File: src/rtl/ps2_mouse_cursor.sv
// PS/2 mouse receiver: 11-bit frames into 3-byte stream packets.
// Outputs a clamped cursor position, a coarse grid cell and button states.
module ps2_mouse_cursor #(
  parameter int TIMEOUT_CYCLES = 5000,
  parameter int X_MAX          = 639,
  parameter int Y_MAX          = 479,
  parameter int X_INIT         = 320,
  parameter int Y_INIT         = 240
) (
  input  logic       clk,
  input  logic       rst_n,
  input  logic       ps2_clk,
  input  logic       ps2_data,
  output logic [9:0] cursor_x,
  output logic [9:0] cursor_y,
  output logic [3:0] grid_x,
  output logic [3:0] grid_y,
  output logic       btn_left,
  output logic       btn_right,
  output logic       pkt_valid,
  output logic       frame_err
);

  localparam int TW = $clog2(TIMEOUT_CYCLES + 1);
  localparam logic signed [11:0] XM = 12'(X_MAX);
  localparam logic signed [11:0] YM = 12'(Y_MAX);

  typedef enum logic [1:0] {
    S_IDLE,
    S_DATA,
    S_PAR,
    S_STOP
  } state_t;

  state_t          state;
  logic [2:0]      ck_q;
  logic [1:0]      dt_q;
  logic [2:0]      bcnt;
  logic [7:0]      sr;
  logic            par_ok;
  logic [1:0]      idx;
  logic [7:0]      b0;
  logic [7:0]      b1;
  logic [TW-1:0]   to_cnt;
  logic            fall;
  logic            bit_in;
  logic            timeout;
  logic signed [11:0] dx;
  logic signed [11:0] dy;
  logic signed [11:0] nx;
  logic signed [11:0] ny;
  logic [9:0]      nx_c;
  logic [9:0]      ny_c;

  assign fall    = ck_q[2] & ~ck_q[1];
  assign bit_in  = dt_q[1];
  assign timeout = (state != S_IDLE) && !fall &&
                   (to_cnt == TW'(TIMEOUT_CYCLES - 1));
  assign grid_x  = cursor_x[9:6];
  assign grid_y  = cursor_y[8:5];

  // The third byte is still in sr when the packet is applied.
  always_comb begin
    dx = b0[6] ? 12'sd0 : {{4{b0[4]}}, b1};
    dy = b0[7] ? 12'sd0 : {{4{b0[5]}}, sr};
    nx = $signed({2'b00, cursor_x}) + dx;
    ny = $signed({2'b00, cursor_y}) - dy;
    if (nx[11])
      nx_c = '0;
    else if (nx > XM)
      nx_c = 10'(X_MAX);
    else
      nx_c = nx[9:0];
    if (ny[11])
      ny_c = '0;
    else if (ny > YM)
      ny_c = 10'(Y_MAX);
    else
      ny_c = ny[9:0];
  end

  always_ff @(posedge clk or negedge rst_n) begin
    if (!rst_n) begin
      ck_q      <= '1;
      dt_q      <= '1;
      state     <= S_IDLE;
      bcnt      <= '0;
      sr        <= '0;
      par_ok    <= 1'b0;
      idx       <= '0;
      b0        <= '0;
      b1        <= '0;
      to_cnt    <= '0;
      cursor_x  <= 10'(X_INIT);
      cursor_y  <= 10'(Y_INIT);
      btn_left  <= 1'b0;
      btn_right <= 1'b0;
      pkt_valid <= 1'b0;
      frame_err <= 1'b0;
    end else begin
      ck_q      <= {ck_q[1:0], ps2_clk};
      dt_q      <= {dt_q[0], ps2_data};
      pkt_valid <= 1'b0;
      frame_err <= 1'b0;

      if (fall || state == S_IDLE)
        to_cnt <= '0;
      else
        to_cnt <= to_cnt + 1'b1;

      if (timeout) begin
        state     <= S_IDLE;
        idx       <= '0;
        frame_err <= 1'b1;
      end else if (fall) begin
        unique case (state)
          S_IDLE: begin
            if (!bit_in) begin
              state <= S_DATA;
              bcnt  <= '0;
            end
          end
          S_DATA: begin
            sr   <= {bit_in, sr[7:1]};
            bcnt <= bcnt + 1'b1;
            if (bcnt == 3'd7)
              state <= S_PAR;
          end
          S_PAR: begin
            par_ok <= ^{sr, bit_in};
            state  <= S_STOP;
          end
          S_STOP: begin
            state <= S_IDLE;
            if (bit_in && par_ok) begin
              unique case (1'b1)
                (idx == 2'd0): begin
                  if (sr[3]) begin
                    b0  <= sr;
                    idx <= 2'd1;
                  end
                end
                (idx == 2'd1): begin
                  b1  <= sr;
                  idx <= 2'd2;
                end
                default: begin
                  idx       <= '0;
                  pkt_valid <= 1'b1;
                  btn_left  <= b0[0];
                  btn_right <= b0[1];
                  cursor_x  <= nx_c;
                  cursor_y  <= ny_c;
                end
              endcase
            end else begin
              frame_err <= 1'b1;
              idx       <= '0;
            end
          end
          default: state <= S_IDLE;
        endcase
      end
    end
  end

endmodule

File: config.mk
export PLATFORM = sky130hd
export DESIGN_NAME = ps2_mouse_cursor
export DESIGN_NICKNAME = d
export VERILOG_FILES = /design/src/rtl/ps2_mouse_cursor.sv
export SDC_FILE = /design/constraint.sdc
export NUM_CORES = 1
export LEC_CHECK = 0
export BUFFER_PORTS_ARGS = -buffer_cell sky130_fd_sc_hd__buf_2
export CORE_MARGIN = 4
export CORE_UTILIZATION = 42
export CTS_CLUSTER_DIAMETER = 100
export DETAILED_ROUTE_END_ITERATION = 8
export PLACE_DENSITY = 0.68
export RECOVER_POWER = 25
export SLEW_MARGIN = 30
export SYNTH_ARGS = -nofsm -noshare
export SYNTH_HDL_FRONTEND = slang
export SYNTH_SLANG_ARGS = --single-unit
File: constraint.sdc
create_clock -name clk -period 4.1 [get_ports clk]
set_input_delay 0.205 -clock clk [delete_from_list [all_inputs] [get_ports clk]]
set_output_delay 0.205 -clock clk [all_outputs]
set_load 0.1 [all_outputs]
==> results of run 1 <==
-- how the worst max path moves through the flow --
| stage | startpoint | endpoint | slack [ns] |
|---|---|---|---|
| final | b0[6]$_DFFE_PN0P_ | cursor_x[2]$_DFFE_PN0P_ | 0.87 |
| after global routing | b0[6]$_DFFE_PN0P_ | cursor_x[2]$_DFFE_PN0P_ | 0.56 |
| after global placement | b0[7]$_DFFE_PN0P_ | cursor_y[1]$_DFFE_PN0P_ | 1.04 |
| after floorplan | cursor_y[0]$_DFFE_PN0P_ | cursor_y[1]$_DFFE_PN0P_ | 0.82 |
| after detailed placement | b0[7]$_DFFE_PN0P_ | cursor_y[0]$_DFFE_PN0P_ | 0.94 |
| after CTS | b0[7]$_DFFE_PN0P_ | cursor_y[0]$_DFFE_PN0P_ | 0.92 |
-- area by class of cell --
cell class | count | area share, %
clock buffer | 11 | 2.97
clock inverter | 5 | 1.18
inverter | 19 | 1.50
multi-input combinational | 318 | 48.7
sequential | 72 | 38.1
tap | 133 | 3.49
timing repair buffer | 40 | 4.02
-- power groups by stage --
stage | registers [mW] | logic (mW) | clock network, mW
CTS | 0.849 | 0.718 | 0.583
global route | 0.858 | 0.802 | 0.610
finish | 0.850 | 0.714 | 0.565
floorplan | 0.843 | 0.570 | 0
detailed placement | 0.863 | 0.704 | 0
global placement | 0.858 | 0.681 | 0
-- Yosys cell counts, types with 3 or more instances --
library cell	n
nor2_1	28
a311oi_1	3
dfrtp_1	61
nand2_1	33
or3_1	3
nand3_1	13
nand2b_1	14
inv_1	18
dfstp_2	11
nor2b_1	12
xor2_1	14
a21oi_1	20
a31oi_1	4
o21ai_0	17
o21ai_1	5
a32oi_1	3
xnor2_1	17
mux2_2	21
buf_4	8
o211ai_1	4
a21o_1	6
o21bai_1	4
nor3_1	9
ha_1	31
and3_1	3
nor3_2	3
or4_1	5
and2_1	3
clkbuf_1	9
a211oi_1	3
o31ai_1	3
-- critical path, delay by kind of cell (launching register included) --
kind,cells,cell delay [ns]
AO/OA/AOI/OAI,4,0.69
adder cells (fa/ha/maj),1,0.39
flip-flops,1,0.48
AND/OR/NAND/NOR,4,1.49
-- through the flow --
step	total power, mW	utilization (%)	setup slack, ns	instance area, sq um	hold slack, ns
CTS	2.15	48.6	0.925	4790	0.297
finish	2.13	48.3	0.874	4760	0.357
global placement	1.54	46.3	1.04	4560	0.139
detailed placement	1.57	46.3	0.940	4560	0.143
global route	2.27	48.3	0.565	4760	0.363
floorplan	1.41	-	0.824	4310	-0.0906
-- per-layer routing --
layer	up-vias	track usage, %
li1	1582	-
met1	1581	20.6
met2	60	26.6
met3	11	2.82
met4	0	4.36
met5	-	0
-- registers in the layout, summed over array words and instances (netlist names) --
| name | flops |
|---|---|
| ck_q | 3 |
| idx | 2 |
| par_ok | 1 |
| cursor_y | 10 |
| cursor_x | 10 |
| dt_q | 2 |
| pkt_valid | 1 |
| bcnt | 3 |
| btn_right | 1 |
| to_cnt | 13 |
| sr | 8 |
| b0 | 6 |
| btn_left | 1 |
| frame_err | 1 |
| b1 | 8 |
| state | 2 |
-- kinds of logic after synthesis --
family	Yosys count	share of synthesized area [%]
muxes	22	5.72
DFF	72	42.1
and+or+nand+nor	137	16.5
xor gates and xnor gates	31	6.30
AOI/OAI and AO/OA	95	15.4
buffers and inverters	38	4.06
adders and majority gates	33	9.92
-- repair_timing --
action	in CTS	in global routing
endpoints found under the hold margin	13	0
endpoints found under the setup margin	0	0
hold buffers	3	0
==> flow_summary.ini, run 1 <==
[clock_network]
cts.repair.resized = 0
clock_sinks = 72
cts_setup_buffers = 0
insertion_delay_ns = 0.34
max-clock-path-buffers = 2
cts-buffers-inserted = 9
h-tree-depth = 3
clk_pin_slew_ns = 0.08
cts_tree = yes
root_buffer = clkbuf_8

[pwr]
pwr-share-seq_pct = 39.9
pwr-share-comb_pct = 33.6
leakage_nw = 2.17
ir_drop_uv = 262
swShare_pct = 35.6
p_clk_share_pct = 26.5
p_int_mw = 1.37
cellPowerDensity_nw_per_um2 = 447
switchingPower_mw = 0.759

[final_layout]
num-fill-cells = 944
final_cells = 598
layout.area.seq_sq_um = 1820
final_cell_mix = dfrtp_1 (61), nand2_1 (33), ha_1 (31)
final_common_cell = dfrtp_1
diodes = 0
area_delta_synth_final_pct = 10.5
final_nets = 497
drive_above_1_share_pct = 16.6
multiInputGateArea_sq_um = 2320

[setup_path]
critPathCaptureType = flip-flop
crit_arrival_ns = 3.40
cpMostUsedCell = or4_1
cp_max_fo = 10
r2r-end = cursor_x[2]$_DFFE_PN0P_
slowest_delay_ns = 0.51
cp.required_ns = 4.28
path_cells = nor2b_1 > ha_1 > a21o_1 > or4_1 > o221ai_1 > or4_1 > a21oi_2 > nor2_2 > a311oi_1
path_class = flip-flop to flip-flop
timing.rr.start = b0[6]$_DFFE_PN0P_
crit_path_top_delay_cell = nor2b_1
r2r_slack_ns = 0.87
worstSetupStartpointType = flip-flop
reg2reg_depth = 9

[worst_hold_path]
whs_endpoint = dt_q[1]$_DFF_PN1_
min_from = dt_q[0]$_DFF_PN1_
holdPathStages = 0
hold_class = flip-flop to flip-flop

[detailed_routing]
drtAntennaViolNets = 0
drt_iter0_drc = 68
wl_met3_microns = 352
wirelength_mm = 8.84
drt-pass1-iter-count = 4
num_vias = 3234
wire_per_inst_microns = 14.8
drc = 0
routed-wl-met2_mm = 4.27
top_layer = met4
routed_via_density = 5.41
wl_met1_mm = 4.14

[synthesis]
syn_area_sq_um = 4310
yosysSeqAreaShare_pct = 42.1
synthArstFlopShare_pct = 100
netlist.area_leader.share_pct = 35.4
ys_ff_latch = 72
synth_area_leaders = dfrtp_1 (35%), ha_1 (9.0%), dfstp_2 (6.7%)
yosysWarnings = 0
avgSynthCellArea_sq_um = 10.1
synth_fp_nets = 465
yosysUniqueCellTypes = 65
ys.flop_type = dfrtp_1
synth_enable_flop_cells = 0
yosysTopAreaCell = dfrtp_1
syn_inst = 428

[grt]
grt_pass1_vias = 3246
grt_antenna_before_repair = 0
grt_use_total_pct = 15.7
grt_start_max_net_pins = 57
grt-ovfl-total = 0
grt_pass1_wl_mm = 15.0

[die]
dieArea_sq_um = 12000
rows = 36
fp.dieH_microns = 109
initial_core_util_pct = 43.7
placeableCoreArea_sq_um = 9860
io_pins = 36
die_w_microns = 109

[timing]
finalCritPeriodShare_pct = 78.7
worstMarginPinSlew_ns = 1.37
rsz0062_at_grt = no
fmax_mhz = 310
setup_violations = 0
hold_viol_final = 0
slew_headroom_pct = 8.60
period_minus_slack_ns = 3.23
tns_ns = 0
skew_ns = 0.0124
slew_violations = 0

[place]
portBuffers = 35
placed_cells = 579
gp_routability_congestion = 0.860
dpl.hpwl_mm = 6.39

[job]
drv_cap = 0

[run_status]
status = finished, final reports clean
Power figures use the tool's default switching activity.
==> run 2, diff against run 1 <==
clock period = 3.3 ns   (was 4.1 ns; I/O delays follow)
==> run 2 against run 1 <==
  * The run now ends with max-capacitance violations, max-slew violations left
  * Worst setup slack got worse by 0.64 ns
  * Sequential share of layout area decreased by 0.76 points
  * Count of clock-buffer cells in the layout increased by 1
  * Global-route usage increased by 0.14 points
  * Clock skew decreased by 0.00078 ns
  * Fmax increased by 5.3%
  * Via count increased by 0.87%
  * Hold slack improved by 0.00061 ns
  * Non-clock buffer count increased by 3
  * Register-to-register slack got worse by 0.64 ns
  * Routed wire length increased by 0.52%
  * Critical path type unchanged
==> flow_summary.ini, run 2 (synthesis gave the netlist of run 1 again) <==
[die]
io_pins = 36
fp.dieH_microns = 109
rows = 36
initial_core_util_pct = 43.7
die_w_microns = 109
dieArea_sq_um = 12000
placeableCoreArea_sq_um = 9860

[final_layout]
final_cell_mix = dfrtp_1 (60), nand2_1 (33), ha_1 (31)
diodes = 0
top_regs = to_cnt: 13 flops, cursor_x: 10 flops, cursor_y: 10 flops
area_delta_synth_final_pct = 12.8
largest_reg_flops = 13
drive_above_1_share_pct = 21.2
final_nets = 500
final_area_sq_um = 4860
num-fill-cells = 891
largest_register = to_cnt
final_common_cell = dfrtp_1

[setup_path]
cpMostUsedCell = nor2b_1
worstSetupStartpointType = flip-flop
reg2reg_depth = 11
crit_arrival_ns = 3.32
cp_max_fo = 10
critPathCaptureType = flip-flop
crit_path_top_delay_cell = or4_1
cp.required_ns = 3.56
path_cells = nor2b_1 > ha_1 > inv_1 > fa_1 > nor2b_1 > o31a_1 > o221ai_1 > or4_1 > a21oi_2 > nor2_2 > a311oi_2
path_class = flip-flop to flip-flop
slowest_delay_ns = 0.54

[timing]
worstMarginPinSlew_ns = 1.81
period_minus_slack_ns = 3.06
rsz0062_at_grt = no
tns_ns = 0
fmax_mhz = 326
setup_violations = 0
finalCritPeriodShare_pct = 92.9
holdWs_ns = 0.357
slew_violations = 34
skew_ns = 0.0117
slew_headroom_pct = -20.8
hold_viol_final = 0

[grt]
grt_pass1_wl_mm = 15.2
grt_pass1_vias = 3279
grt_antenna_before_repair = 0
grt_use_total_pct = 15.8
grt-ovfl-total = 0
grt_start_max_net_pins = 34

[detailed_routing]
num_vias = 3262
wirelength_mm = 8.89
wire_per_inst_microns = 14.8
drt-pass1-iter-count = 4
drtAntennaViolNets = 0
drc = 0
drt_iter0_drc = 136
routed_via_density = 5.43

[run_status]
status = complete, but fails checks
violations = max-capacitance violations, max-slew violations

[pwr]
p_clk_share_pct = 29.6
pwr-share-seq_pct = 37.6
leakage_nw = 2.27
ir_drop_uv = 261
cellPowerDensity_nw_per_um2 = 576
switchingPower_mw = 0.968
pwr-share-comb_pct = 32.7
p_int_mw = 1.83
swShare_pct = 34.6

[place]
post_dp_cell_area_sq_um = 4590
dpl.hpwl_mm = 6.48
portBuffers = 35
gp_routability_congestion = 0.876

[job]
drv_cap = 1

[worst_hold_path]
holdPathStages = 0
hold_class = flip-flop to flip-flop

[clock_network]
cts_tree = yes
clock_sinks = 72
clk_pin_slew_ns = 0.09
insertion_delay_ns = 0.35
root_buffer = clkbuf_8
max-clock-path-buffers = 2
h-tree-depth = 3
cts-buffers-inserted = 9
-- run 2: changes by cell type in the layout (fill, tap and decap cells not counted), sizes merged --
cell,before,now
buf,15,34
clkbuf,33,18
clkinv,4,1
bufinv,1,2
clkinvlp,1,2
-- run 2: power groups by stage --
| stage | combinational (mW) | sequential, mW | clock [mW] |
|---|---|---|---|
| after floorplan | 0.708 | 1.05 | 0 |
| after global placement | 0.861 | 1.07 | 0 |
| after detailed placement | 0.876 | 1.07 | 0 |
| after CTS | 0.886 | 1.05 | 0.848 |
| after global routing | 1.02 | 1.07 | 0.888 |
| final | 0.917 | 1.05 | 0.830 |
-- run 2: final timing paths --
| check | from | to | slack (ns) |
|---|---|---|---|
| min in group asynchronous | rst_n | to_cnt[0]$_DFF_PN0_ | 0.83 |
| worst min-delay path | dt_q[0]$_DFF_PN1_ | dt_q[1]$_DFF_PN1_ | 0.36 |
| max in group asynchronous | rst_n | sr[1]$_DFFE_PN0P_ | 0.84 |
| worst max register to register | b0[6]$_DFFE_PN0P_ | cursor_x[1]$_DFFE_PN0P_ | 0.24 |
| worst min register to register | dt_q[0]$_DFF_PN1_ | dt_q[1]$_DFF_PN1_ | 0.36 |
| worst max-delay path | b0[6]$_DFFE_PN0P_ | cursor_x[1]$_DFFE_PN0P_ | 0.24 |
-- run 2: critical path, delay by kind of cell (launching register included) --
kind	cells	cell delay, ns
simple gates	4	0.98
compound gates	4	0.83
fa+ha+maj	2	0.61
flops	1	0.48
buf+inv	1	0.07
-- run 2: timing repair --
item,CTS,global route
setup endpoints to repair,0,8
resized for setup,0,4
setup buffers,0,0
hold buffers,3,0
endpoints found under the hold margin,27,0
-- run 2: area by class of cell --
class / count / area [sq um] / area share, %
inverters: 19 / 71.3 / 1.47
clock inverters: 4 / 75.1 / 1.54
multi-input cells: 318 / 2340 / 48.0
flip-flops and latches: 72 / 1820 / 37.4
well taps: 133 / 166 / 3.42
clock buffers: 12 / 165 / 3.40
repair buffers: 43 / 233 / 4.79
-- run 2: layer usage --
metal  vias to the layer above  GRT usage (%)  part of all wire [%]
met5                         -              0                     0
met4                         0           6.41                   2.0
met3                        18           2.64                   3.3
met2                        59           25.9                    48
met1                      1589           20.9                    47
li1                       1596              -                     -
-- run 2: stage by stage --
step / power [mW] / setup slack, ns / cells / utilization (%)
after floorplan: 1.76 / 0.0244 / 428 / -
after global placement: 1.93 / 0.221 / 582 / 46.5
after detailed placement: 1.95 / 0.0892 / 582 / 46.5
after CTS: 2.79 / 0.0767 / 601 / 49.2
after global routing: 2.97 / 0.0216 / 601 / 49.3
final: 2.80 / 0.236 / 601 / 49.3
